==> src/rtl/uart_pkg.sv <==
// Shared UART definitions used by both the framed receiver and the 32-bit transmitter.
package uart_pkg;

    localparam int unsigned UART_DATA_WIDTH   = 32;
    localparam int unsigned UART_CLKS_PER_BIT = 16;

    typedef enum logic [1:0] {
        IDLE,
        START,
        DATA,
        STOP
    } rx_state_t;

endpackage

==> src/rtl/uart_rx_sync.sv <==
// Two-flop synchroniser for an asynchronous input plus a registered previous value
// for falling-edge detection. Every flop resets to 1, which matches an idle-high line.
module uart_rx_sync (
    input  logic clk,
    input  logic reset,
    input  logic line,
    output logic level,
    output logic fall
);

    logic meta;
    logic prev;

    always_ff @(posedge clk) begin
        if (reset) begin
            meta  <= 1'b1;
            level <= 1'b1;
            prev  <= 1'b1;
        end else begin
            meta  <= line;
            level <= meta;
            prev  <= level;
        end
    end

    assign fall = prev & ~level;

endmodule

==> src/rtl/uart_rx_framed.sv <==
// Framed UART receiver: start/data (MSB first)/stop, mid-bit sampling, and a
// valid/ack output with frame-error and overrun pulses.
module uart_rx_framed
    import uart_pkg::*;
#(
    parameter int unsigned DATA_WIDTH   = UART_DATA_WIDTH,
    parameter int unsigned CLKS_PER_BIT = UART_CLKS_PER_BIT
) (
    input  logic                  clk,
    input  logic                  reset,
    input  logic                  Rx,
    input  logic                  RxAck,
    output logic [DATA_WIDTH-1:0] RxData,
    output logic                  RxValid,
    output logic                  RxBusy,
    output logic                  RxFrameErr,
    output logic                  RxOverrun
);

    localparam int unsigned CNT_W = $clog2(CLKS_PER_BIT);
    localparam int unsigned BIT_W = $clog2(DATA_WIDTH);

    localparam logic [CNT_W-1:0] HALF_LAST = CNT_W'(CLKS_PER_BIT / 2 - 1);
    localparam logic [CNT_W-1:0] BIT_LAST  = CNT_W'(CLKS_PER_BIT - 1);
    localparam logic [BIT_W-1:0] WORD_LAST = BIT_W'(DATA_WIDTH - 1);

    if (CLKS_PER_BIT < 4) begin : g_param_check
        $error("uart_rx_framed: CLKS_PER_BIT must be >= 4");
    end

    rx_state_t             state, state_nxt;
    logic [CNT_W-1:0]      clk_cnt, clk_cnt_nxt;
    logic [BIT_W-1:0]      bit_cnt, bit_cnt_nxt;
    logic [DATA_WIDTH-1:0] shift_reg, shift_nxt;
    logic [DATA_WIDTH-1:0] data_nxt;
    logic                  valid_nxt;
    logic                  frame_err_nxt;
    logic                  overrun_nxt;
    logic                  rx_s;
    logic                  rx_fall;

    uart_rx_sync u_sync (
        .clk   (clk),
        .reset (reset),
        .line  (Rx),
        .level (rx_s),
        .fall  (rx_fall)
    );

    always_ff @(posedge clk) begin
        if (reset) begin
            state      <= IDLE;
            clk_cnt    <= '0;
            bit_cnt    <= '0;
            shift_reg  <= '0;
            RxData     <= '0;
            RxValid    <= 1'b0;
            RxBusy     <= 1'b0;
            RxFrameErr <= 1'b0;
            RxOverrun  <= 1'b0;
        end else begin
            state      <= state_nxt;
            clk_cnt    <= clk_cnt_nxt;
            bit_cnt    <= bit_cnt_nxt;
            shift_reg  <= shift_nxt;
            RxData     <= data_nxt;
            RxValid    <= valid_nxt;
            RxBusy     <= (state_nxt != IDLE);
            RxFrameErr <= frame_err_nxt;
            RxOverrun  <= overrun_nxt;
        end
    end

    always_comb begin
        state_nxt     = state;
        clk_cnt_nxt   = clk_cnt;
        bit_cnt_nxt   = bit_cnt;
        shift_nxt     = shift_reg;
        data_nxt      = RxData;
        valid_nxt     = RxValid;
        frame_err_nxt = 1'b0;
        overrun_nxt   = 1'b0;

        // Ack clears first so a good stop in the same cycle can reload and keep valid high.
        if (RxValid && RxAck) begin
            valid_nxt = 1'b0;
        end

        case (state)
            IDLE: begin
                if (rx_fall) begin
                    state_nxt   = START;
                    clk_cnt_nxt = '0;
                end
            end
            START: begin
                if (clk_cnt == HALF_LAST) begin
                    clk_cnt_nxt = '0;
                    bit_cnt_nxt = '0;
                    state_nxt   = rx_s ? IDLE : DATA;
                end else begin
                    clk_cnt_nxt = clk_cnt + 1'b1;
                end
            end
            DATA: begin
                if (clk_cnt == BIT_LAST) begin
                    shift_nxt   = {shift_reg[DATA_WIDTH-2:0], rx_s};
                    clk_cnt_nxt = '0;
                    bit_cnt_nxt = bit_cnt + 1'b1;
                    if (bit_cnt == WORD_LAST) begin
                        state_nxt = STOP;
                    end
                end else begin
                    clk_cnt_nxt = clk_cnt + 1'b1;
                end
            end
            STOP: begin
                if (clk_cnt == BIT_LAST) begin
                    state_nxt   = IDLE;
                    clk_cnt_nxt = '0;
                    if (!rx_s) begin
                        frame_err_nxt = 1'b1;
                    end else if (!RxValid || RxAck) begin
                        data_nxt  = shift_reg;
                        valid_nxt = 1'b1;
                    end else begin
                        overrun_nxt = 1'b1;
                    end
                end else begin
                    clk_cnt_nxt = clk_cnt + 1'b1;
                end
            end
            default: begin
                state_nxt = IDLE;
            end
        endcase
    end

endmodule

==> config.mk <==
export PLATFORM = sky130hd
export DESIGN_NAME = uart_rx_framed
export DESIGN_NICKNAME = d
export VERILOG_FILES = /design/src/rtl/uart_pkg.sv /design/src/rtl/uart_rx_sync.sv /design/src/rtl/uart_rx_framed.sv
export SDC_FILE = /design/constraint.sdc
export NUM_CORES = 1
export LEC_CHECK = 0
export BUFFER_PORTS_ARGS = -buffer_cell sky130_fd_sc_hd__buf_2
export CAP_MARGIN = 15
export CELL_PAD_IN_SITES_DETAIL_PLACEMENT = 0
export CELL_PAD_IN_SITES_GLOBAL_PLACEMENT = 2
export CORE_ASPECT_RATIO = 0.9
export CORE_MARGIN = 2
export CORE_UTILIZATION = 35
export CTS_CLUSTER_SIZE = 30
export DETAILED_ROUTE_END_ITERATION = 8
export PLACE_DENSITY = 0.82
export SETUP_SLACK_MARGIN = 0.5
export SKIP_CTS_REPAIR_TIMING = 1
export SLEW_MARGIN = 20
export SYNTH_ARGS = -nofsm -noshare
export SYNTH_HDL_FRONTEND = slang
export SYNTH_SLANG_ARGS = --single-unit
==> constraint.sdc <==
create_clock -name clk -period 2.45 [get_ports clk]
set_clock_uncertainty 0.2 [all_clocks]
set_input_delay 0.1225 -clock clk [delete_from_list [all_inputs] [get_ports clk]]
set_output_delay 0.1225 -clock clk [all_outputs]
set_load 0.01 [all_outputs]
==> results of run 1 <==
==> metrics by stage <==
stage | cell area (sq um) | std cells | worst slack, ps
after floorplan | 3080 | 332 | 531
after global placement | 3380 | 474 | 424
after detailed placement | 3380 | 474 | 337
after CTS | 3620 | 490 | 341
after global routing | 3720 | 496 | 472
final | 3720 | 496 | 629
==> power breakdown <==
part	switching, mW	total [mW]	internal [mW]
Clock	0.492	1.13	0.635
Sequential	0.00581	1.34	1.34
Combinational	0.0317	0.0479	0.0162
Total	0.529	2.52	1.99
==> how the worst max path moves through the flow <==
| stage | from | endpoint | slack (ps) | depth (start not counted) |
|---|---|---|---|---|
| 4_1_cts | clk_cnt[0]$_SDFFE_PP0P_ | RxData[7]$_SDFFE_PP0P_ | 340 | 6 |
| 2_1_floorplan | clk_cnt[0]$_SDFFE_PP0P_ | RxData[21]$_SDFFE_PP0P_ | 530 | 7 |
| 6_report | clk_cnt[1]$_SDFFE_PP0P_ | RxData[6]$_SDFFE_PP0P_ | 630 | 7 |
| 5_1_grt | state[1]$_SDFF_PP0_ | clk_cnt[2]$_SDFFE_PP0P_ | 470 | 4 |
| 3_5_place_dp | clk_cnt[0]$_SDFFE_PP0P_ | RxData[7]$_SDFFE_PP0P_ | 340 | 6 |
| 3_3_place_gp | clk_cnt[0]$_SDFFE_PP0P_ | RxData[22]$_SDFFE_PP0P_ | 420 | 6 |
==> per-layer routing <==
metal	share of wire, %	track usage (%)	routed length, microns
met5	0	0	0
met4	1.4	4.93	91
met3	4.8	3.74	304
met2	42	19.1	2670
met1	52	19.3	3250
==> kinds of logic (layout without fill, tap and decap cells) <==
group,after synthesis,count (layout)
AO/OA/AOI/OAI,48,48
XOR/XNOR,4,4
adder cells (fa/ha/maj),3,3
buffers and inverters,25,70
flip-flops,82,82
multiplexers,35,35
AND/OR/NAND/NOR,135,135
==> area by class of cell <==
| cell class | count | area, sq um |
|---|---|---|
| Inverter | 2 | 7.51 |
| Tap cell | 119 | 149 |
| Clock inverter | 5 | 85.1 |
| Multi-Input combinational cell | 225 | 1340 |
| Clock buffer | 11 | 151 |
| Timing Repair Buffer | 52 | 340 |
| Sequential cell | 82 | 1650 |
| Fill cell | 881 | 4850 |
==> worst reg2reg max path: cells and delay by family, from the launching register on <==
family / cells / cell delay (ps)
muxes: 1 / 220
buffers and inverters: 2 / 350
adders and majority gates: 1 / 170
and+or+nand+nor: 3 / 410
DFF: 1 / 370
==> placed cells by master (no fill, tap or decap), types with 2 or more instances in the layout <==
master	n
dfxtp_1	77
nand2_1	68
buf_2	39
nor2_1	38
a21oi_1	36
mux2i_1	33
clkbuf_8	11
buf_4	8
nor3_1	7
dfxtp_2	5
xnor2_1	4
nand3_1	4
nand3b_1	3
or2_2	3
a31oi_1	3
inv_1	2
mux2i_2	2
or3b_2	2
ha_1	2
bufinv_16	2
dlygate4sd3_1	2
buf_12	2
==> impl_metrics.json, run 1 <==
{
  "drv_slew": 0,
  "r2r_end": "RxData[6]$_SDFFE_PP0P_",
  "min_period_ps": 1820,
  "antenna_left": 0,
  "syn-cell-area_sq_um": 3080,
  "synth_top_family_by_area": "simple AND/OR/NAND/NOR gates",
  "status": "finished clean",
  "synthAdderAreaFrac_pct": 1.22,
  "fp.dieH_microns": 93.0,
  "numCtsBuffers": 9,
  "wl_mm": 6.32,
  "num_antenna_cells": 0,
  "cts_num_sinks": 82,
  "power_density_nw_per_um2": 677,
  "drc": 0,
  "min_path_type": "in2reg",
  "wl_per_cell_microns": 12.7,
  "grt_pass1_vias": 2014,
  "r2r_start": "clk_cnt[1]$_SDFFE_PP0P_",
  "synth-xor-area-share_pct": 1.14,
  "min_to": "RxData[8]$_SDFFE_PP0P_",
  "synthCells": 332,
  "timing.fmax_ghz": 0.549,
  "cp.required_ps": 2480,
  "rsz0062_at_grt": "no",
  "syn2layout_area_growth_pct": 20.7,
  "ys_warn_count": 0,
  "arrival_ps": 1850,
  "holdWs_ps": 61.9,
  "cp_max_fo": 13,
  "synth_top_flop_cell": "dfxtp_1",
  "dr.pass1.iters": 4,
  "cp_num_buf_inv": 2,
  "grt_max_degree": 51,
  "row_count": 32,
  "final-setup-viol-count": 0,
  "avgSynthCellArea_sq_um": 9.27,
  "dp_hpwl_mm": 3.79,
  "drive_gt1_share_pct": 22.5,
  "rr_worst_depth": 7,
  "cp-start-kind": "flip-flop",
  "max_slew.worst_pin.slew_ps": 599,
  "synth_edf_count": 0,
  "insertion_delay_ps": 350,
  "fin_crit_sh_pct": 74.3,
  "synth.most_common_cell": "dfxtp_1",
  "die_width_microns": 103,
  "cts_root_buffer": "clkbuf_8",
  "cpPeakStageDelay_ps": 370,
  "clkTransAtPathRegs_ps": 90,
  "yosys-top-cells-count": "82 x dfxtp_1, 69 x nand2_1, 38 x nor2_1",
  "die_area_sq_um": 9560,
  "nets": 379,
  "cts_tree": "done",
  "pin_count": 40,
  "place_congestion": 0.783,
  "core_sq_um": 8570,
  "grtUsageTotal_pct": 13.4,
  "vdd_drop_max_v": 0.000333,
  "crit_chain": "ha_4 -> nand2_2 -> nor4b_4 -> buf_4 -> buf_12 -> mux2i_2 -> nor2_1",
  "syn_nets": 339,
  "grt_pass1_wl_mm": 9.94,
  "yosys.area.top_type": "dfxtp_1",
  "power_mw": 2.52,
  "slew_headroom_pct": 60.1,
  "clockBufferDepth": 2,
  "seq_area_frac_synth_pct": 53.3,
  "end_kind": "flip-flop",
  "r2r_setup_slack_ps": 630,
  "yosys-top-cells-area": "dfxtp_1 53%, mux2i_1 11%, nand2_1 8.4%",
  "synth_mux_area_share_pct": 11.4,
  "async_flop_share_pct": 0,
  "final_util_pct": 43.4,
  "viasPerCell": 4.66,
  "synth_top_area_share_pct": 53.3,
  "io_buffers": 39,
  "finalHoldViolCount": 0,
  "antenna_found_initial": 0,
  "cpMaxStageDelayCell": "dfxtp_2",
  "maxCapViolations": 0,
  "hold_start": "reset",
  "p_leak_nw": 1.35,
  "ys_types": 36,
  "drt-initial-drc-count": 107,
  "ys_ff_latch": 82,
  "whs_path_depth": 2,
  "worstSetupPathType": "reg2reg",
  "tns_ps": 0,
  "start_util_pct": 35.9,
  "critPathTopFamily": "simple AND/OR/NAND/NOR gates",
  "vias": 2312,
  "synthSimpleGateAreaFrac_pct": 19.9,
  "synth_compound_area_share_pct": 8.82,
  "overflow": 0,
  "cts.htree.levels": 3
}
Power figures use the tool's default switching activity.
==> inputs of run 2 (changes only) <==
--- a/config.mk
+++ b/config.mk
@@ -5,13 +5,14 @@
 export SDC_FILE = /design/constraint.sdc
 export NUM_CORES = 1
 export LEC_CHECK = 0
+export ABC_AREA = 1
 export BUFFER_PORTS_ARGS = -buffer_cell sky130_fd_sc_hd__buf_2
 export CAP_MARGIN = 15
 export CELL_PAD_IN_SITES_DETAIL_PLACEMENT = 0
 export CELL_PAD_IN_SITES_GLOBAL_PLACEMENT = 2
 export CORE_ASPECT_RATIO = 0.9
 export CORE_MARGIN = 2
-export CORE_UTILIZATION = 35
+export CORE_UTILIZATION = 33
 export CTS_CLUSTER_SIZE = 30
 export DETAILED_ROUTE_END_ITERATION = 8
 export PLACE_DENSITY = 0.82
==> constraint.sdc (replaced) <==
create_clock -name clk -period 1.7 [get_ports clk]
set_clock_uncertainty 0.2 [all_clocks]
set_input_delay 0.085 -clock clk [delete_from_list [all_inputs] [get_ports clk]]
set_output_delay 0.085 -clock clk [all_outputs]
set_load 0.01 [all_outputs]
==> impl_metrics.json, run 2 <==
{
  "end_kind": "flip-flop",
  "post-place-ws_ps": 84.0,
  "cpPeakStageDelay_ps": 370,
  "maxCapViolations": 0,
  "clockBufferDepth": 2,
  "finalHoldViolCount": 5,
  "cp.required_ps": 1750,
  "async_flop_share_pct": 0,
  "dp_hpwl_mm": 4.24,
  "pin_count": 40,
  "design_area_sq_um": 4020,
  "holdWs_ps": -114,
  "insertion_delay_ps": 350,
  "antenna_left": 0,
  "min_path_type": "in2reg",
  "min_period_ps": 1600,
  "cpMaxStageDelayCell": "dfxtp_4",
  "status": "finished, violations left",
  "numCtsBuffers": 9,
  "viasPerCell": 4.44,
  "fill_cells": 954,
  "placed_area_sq_um": 3560,
  "vias": 2598,
  "die_area_sq_um": 10400,
  "sw_frac_of_total_pct": 24.4,
  "numPlacedInstances": 555,
  "synth.most_common_cell": "dfxtp_1",
  "whs_path_depth": 4,
  "ys_types": 25,
  "fp.dieH_microns": 96.8,
  "yosys-top-cells-area": "dfxtp_1 52%, nor2_1 9.1%, inv_1 6.5%",
  "cts_num_sinks": 82,
  "final-setup-viol-count": 0,
  "cp_max_fo": 30,
  "grt_pass1_wl_mm": 10.8,
  "yosys-top-cells-count": "82 x dfxtp_1, 77 x nor2_1, 55 x inv_1",
  "rr_worst_depth": 7,
  "overflow": 0,
  "nets": 465,
  "seqPwrFrac_pct": 50.8,
  "grt_pass1_vias": 2322,
  "drt-initial-drc-count": 112,
  "place_congestion": 0.794,
  "vdd_drop_max_v": 0.000518,
  "cp-start-kind": "flip-flop",
  "die_width_microns": 107,
  "violations": "negative hold slack",
  "antenna_found_initial": 0,
  "cts.htree.levels": 3,
  "syn2layout_area_growth_pct": 27.4,
  "p_int_mw": 2.96,
  "wl_per_cell_microns": 11.3,
  "p_comb_share_pct": 8.0,
  "r2r_setup_slack_ps": 100,
  "num_antenna_cells": 0,
  "p_switching_mw": 0.959,
  "power_mw": 3.92,
  "arrival_ps": 1650,
  "crit_path_end": "RxData[22]$_SDFFE_PP0P_",
  "core_sq_um": 9210,
  "power_density_nw_per_um2": 975,
  "timing.fmax_ghz": 0.626,
  "wl_mm": 6.63,
  "seq_area_frac_synth_pct": 52.0,
  "fin_crit_sh_pct": 94.0,
  "drive_gt1_share_pct": 23.5,
  "ys_warn_count": 0,
  "mostFrequentLayoutCell": "dfxtp_1",
  "p_leak_nw": 1.82,
  "io_buffers": 39,
  "r2r_start": "clk_cnt[1]$_SDFFE_PP0P_",
  "r2r_end": "RxData[22]$_SDFFE_PP0P_",
  "syn_nets": 410,
  "cts_root_buffer": "clkbuf_8",
  "synth_top_area_share_pct": 52.0,
  "route.met2.wl_mm": 2.98,
  "power_frac_clock_pct": 41.2,
  "row_count": 33,
  "slew_headroom_pct": 76.4,
  "final_util_pct": 43.7,
  "crit_chain": "ha_4 -> nand2_4 -> nor2_4 -> nand3_4 -> buf_12 -> o21ai_0 -> a21oi_1",
  "synth_edf_count": 0,
  "grtUsageTotal_pct": 12.9,
  "ys_ff_latch": 82,
  "wl_met3_microns": 270,
  "rsz0062_at_grt": "yes",
  "hold_start": "RxAck",
  "synth_top_flop_cell": "dfxtp_1",
  "crit_start": "clk_cnt[1]$_SDFFE_PP0P_",
  "final_cells": 585,
  "cts_tree": "done",
  "avgSynthCellArea_sq_um": 7.84,
  "dr.pass1.iters": 4,
  "setup_slack_ps": 103,
  "grt_max_degree": 44,
  "drc": 0,
  "highest_layer": "met4",
  "start_util_pct": 34.3,
  "synthCells": 403,
  "drv_slew": 0,
  "layout_common_cells": "78 x dfxtp_1, 73 x nor2_1, 54 x inv_1",
  "tns_ps": 0,
  "yosys.area.top_type": "dfxtp_1",
  "worstSetupPathType": "reg2reg",
  "syn-cell-area_sq_um": 3160,
  "max_slew.worst_pin.slew_ps": 353,
  "met1Wirelength_mm": 3.34,
  "clkTransAtPathRegs_ps": 90
}
==> run 2: cell type report <==
type,count,area (sq um),area share (%)
repair buffers,64,522,13.0
clock buffers,10,138,3.42
flip-flops and latches,82,1650,41.0
inverters,55,206,5.13
multi-input cells,246,1260,31.3
well taps,122,153,3.79
clock inverters,6,96.3,2.39
==> run 2: metal layers <==
| metal | global-route usage [%] | up-vias |
|---|---|---|
| met5 | 0 | - |
| met4 | 5.39 | 0 |
| met3 | 3.71 | 4 |
| met2 | 20.1 | 38 |
| met1 | 16.7 | 1149 |
| li1 | - | 1407 |
==> run 2: cells by family after synthesis <==
kind of cell             after synthesis  share of synthesized area, %
AND/OR/NAND/NOR                      133                          18.3
adder cells (fa/ha/maj)                3                          1.19
buffers and inverters                 75                          10.6
AO/OA/AOI/OAI                        110                          18.0
flip-flops                            82                          52.0
==> run 2: power groups by stage <==
| stage | registers [mW] | logic [mW] | clock network (mW) |
|---|---|---|---|
| detailed placement | 2.04 | 0.302 | 0 |
| global placement | 2.03 | 0.302 | 0 |
| floorplan | 2.04 | 0.215 | 0 |
| finish | 1.99 | 0.315 | 1.62 |
| global route | 2.00 | 0.358 | 1.75 |
| CTS | 1.99 | 0.304 | 1.68 |
==> run 2: how the worst min path moves through the flow <==
stage                                   to  slack [ps]
floorplan           u_sync.meta$_SDFF_PP1_         -10
global placement    u_sync.meta$_SDFF_PP1_          70
detailed placement  u_sync.meta$_SDFF_PP1_          70
CTS                 u_sync.meta$_SDFF_PP1_        -310
global route          RxOverrun$_SDFF_PP0_        -110
finish                RxOverrun$_SDFF_PP0_        -110
==> run 2: critical path, delay by kind of cell (launching register included) <==
kind,cells,cell delay [ps]
AO/OA/AOI/OAI,2,210
adder cells (fa/ha/maj),1,170
flip-flops,1,370
AND/OR/NAND/NOR,3,350
buffers and inverters,1,190
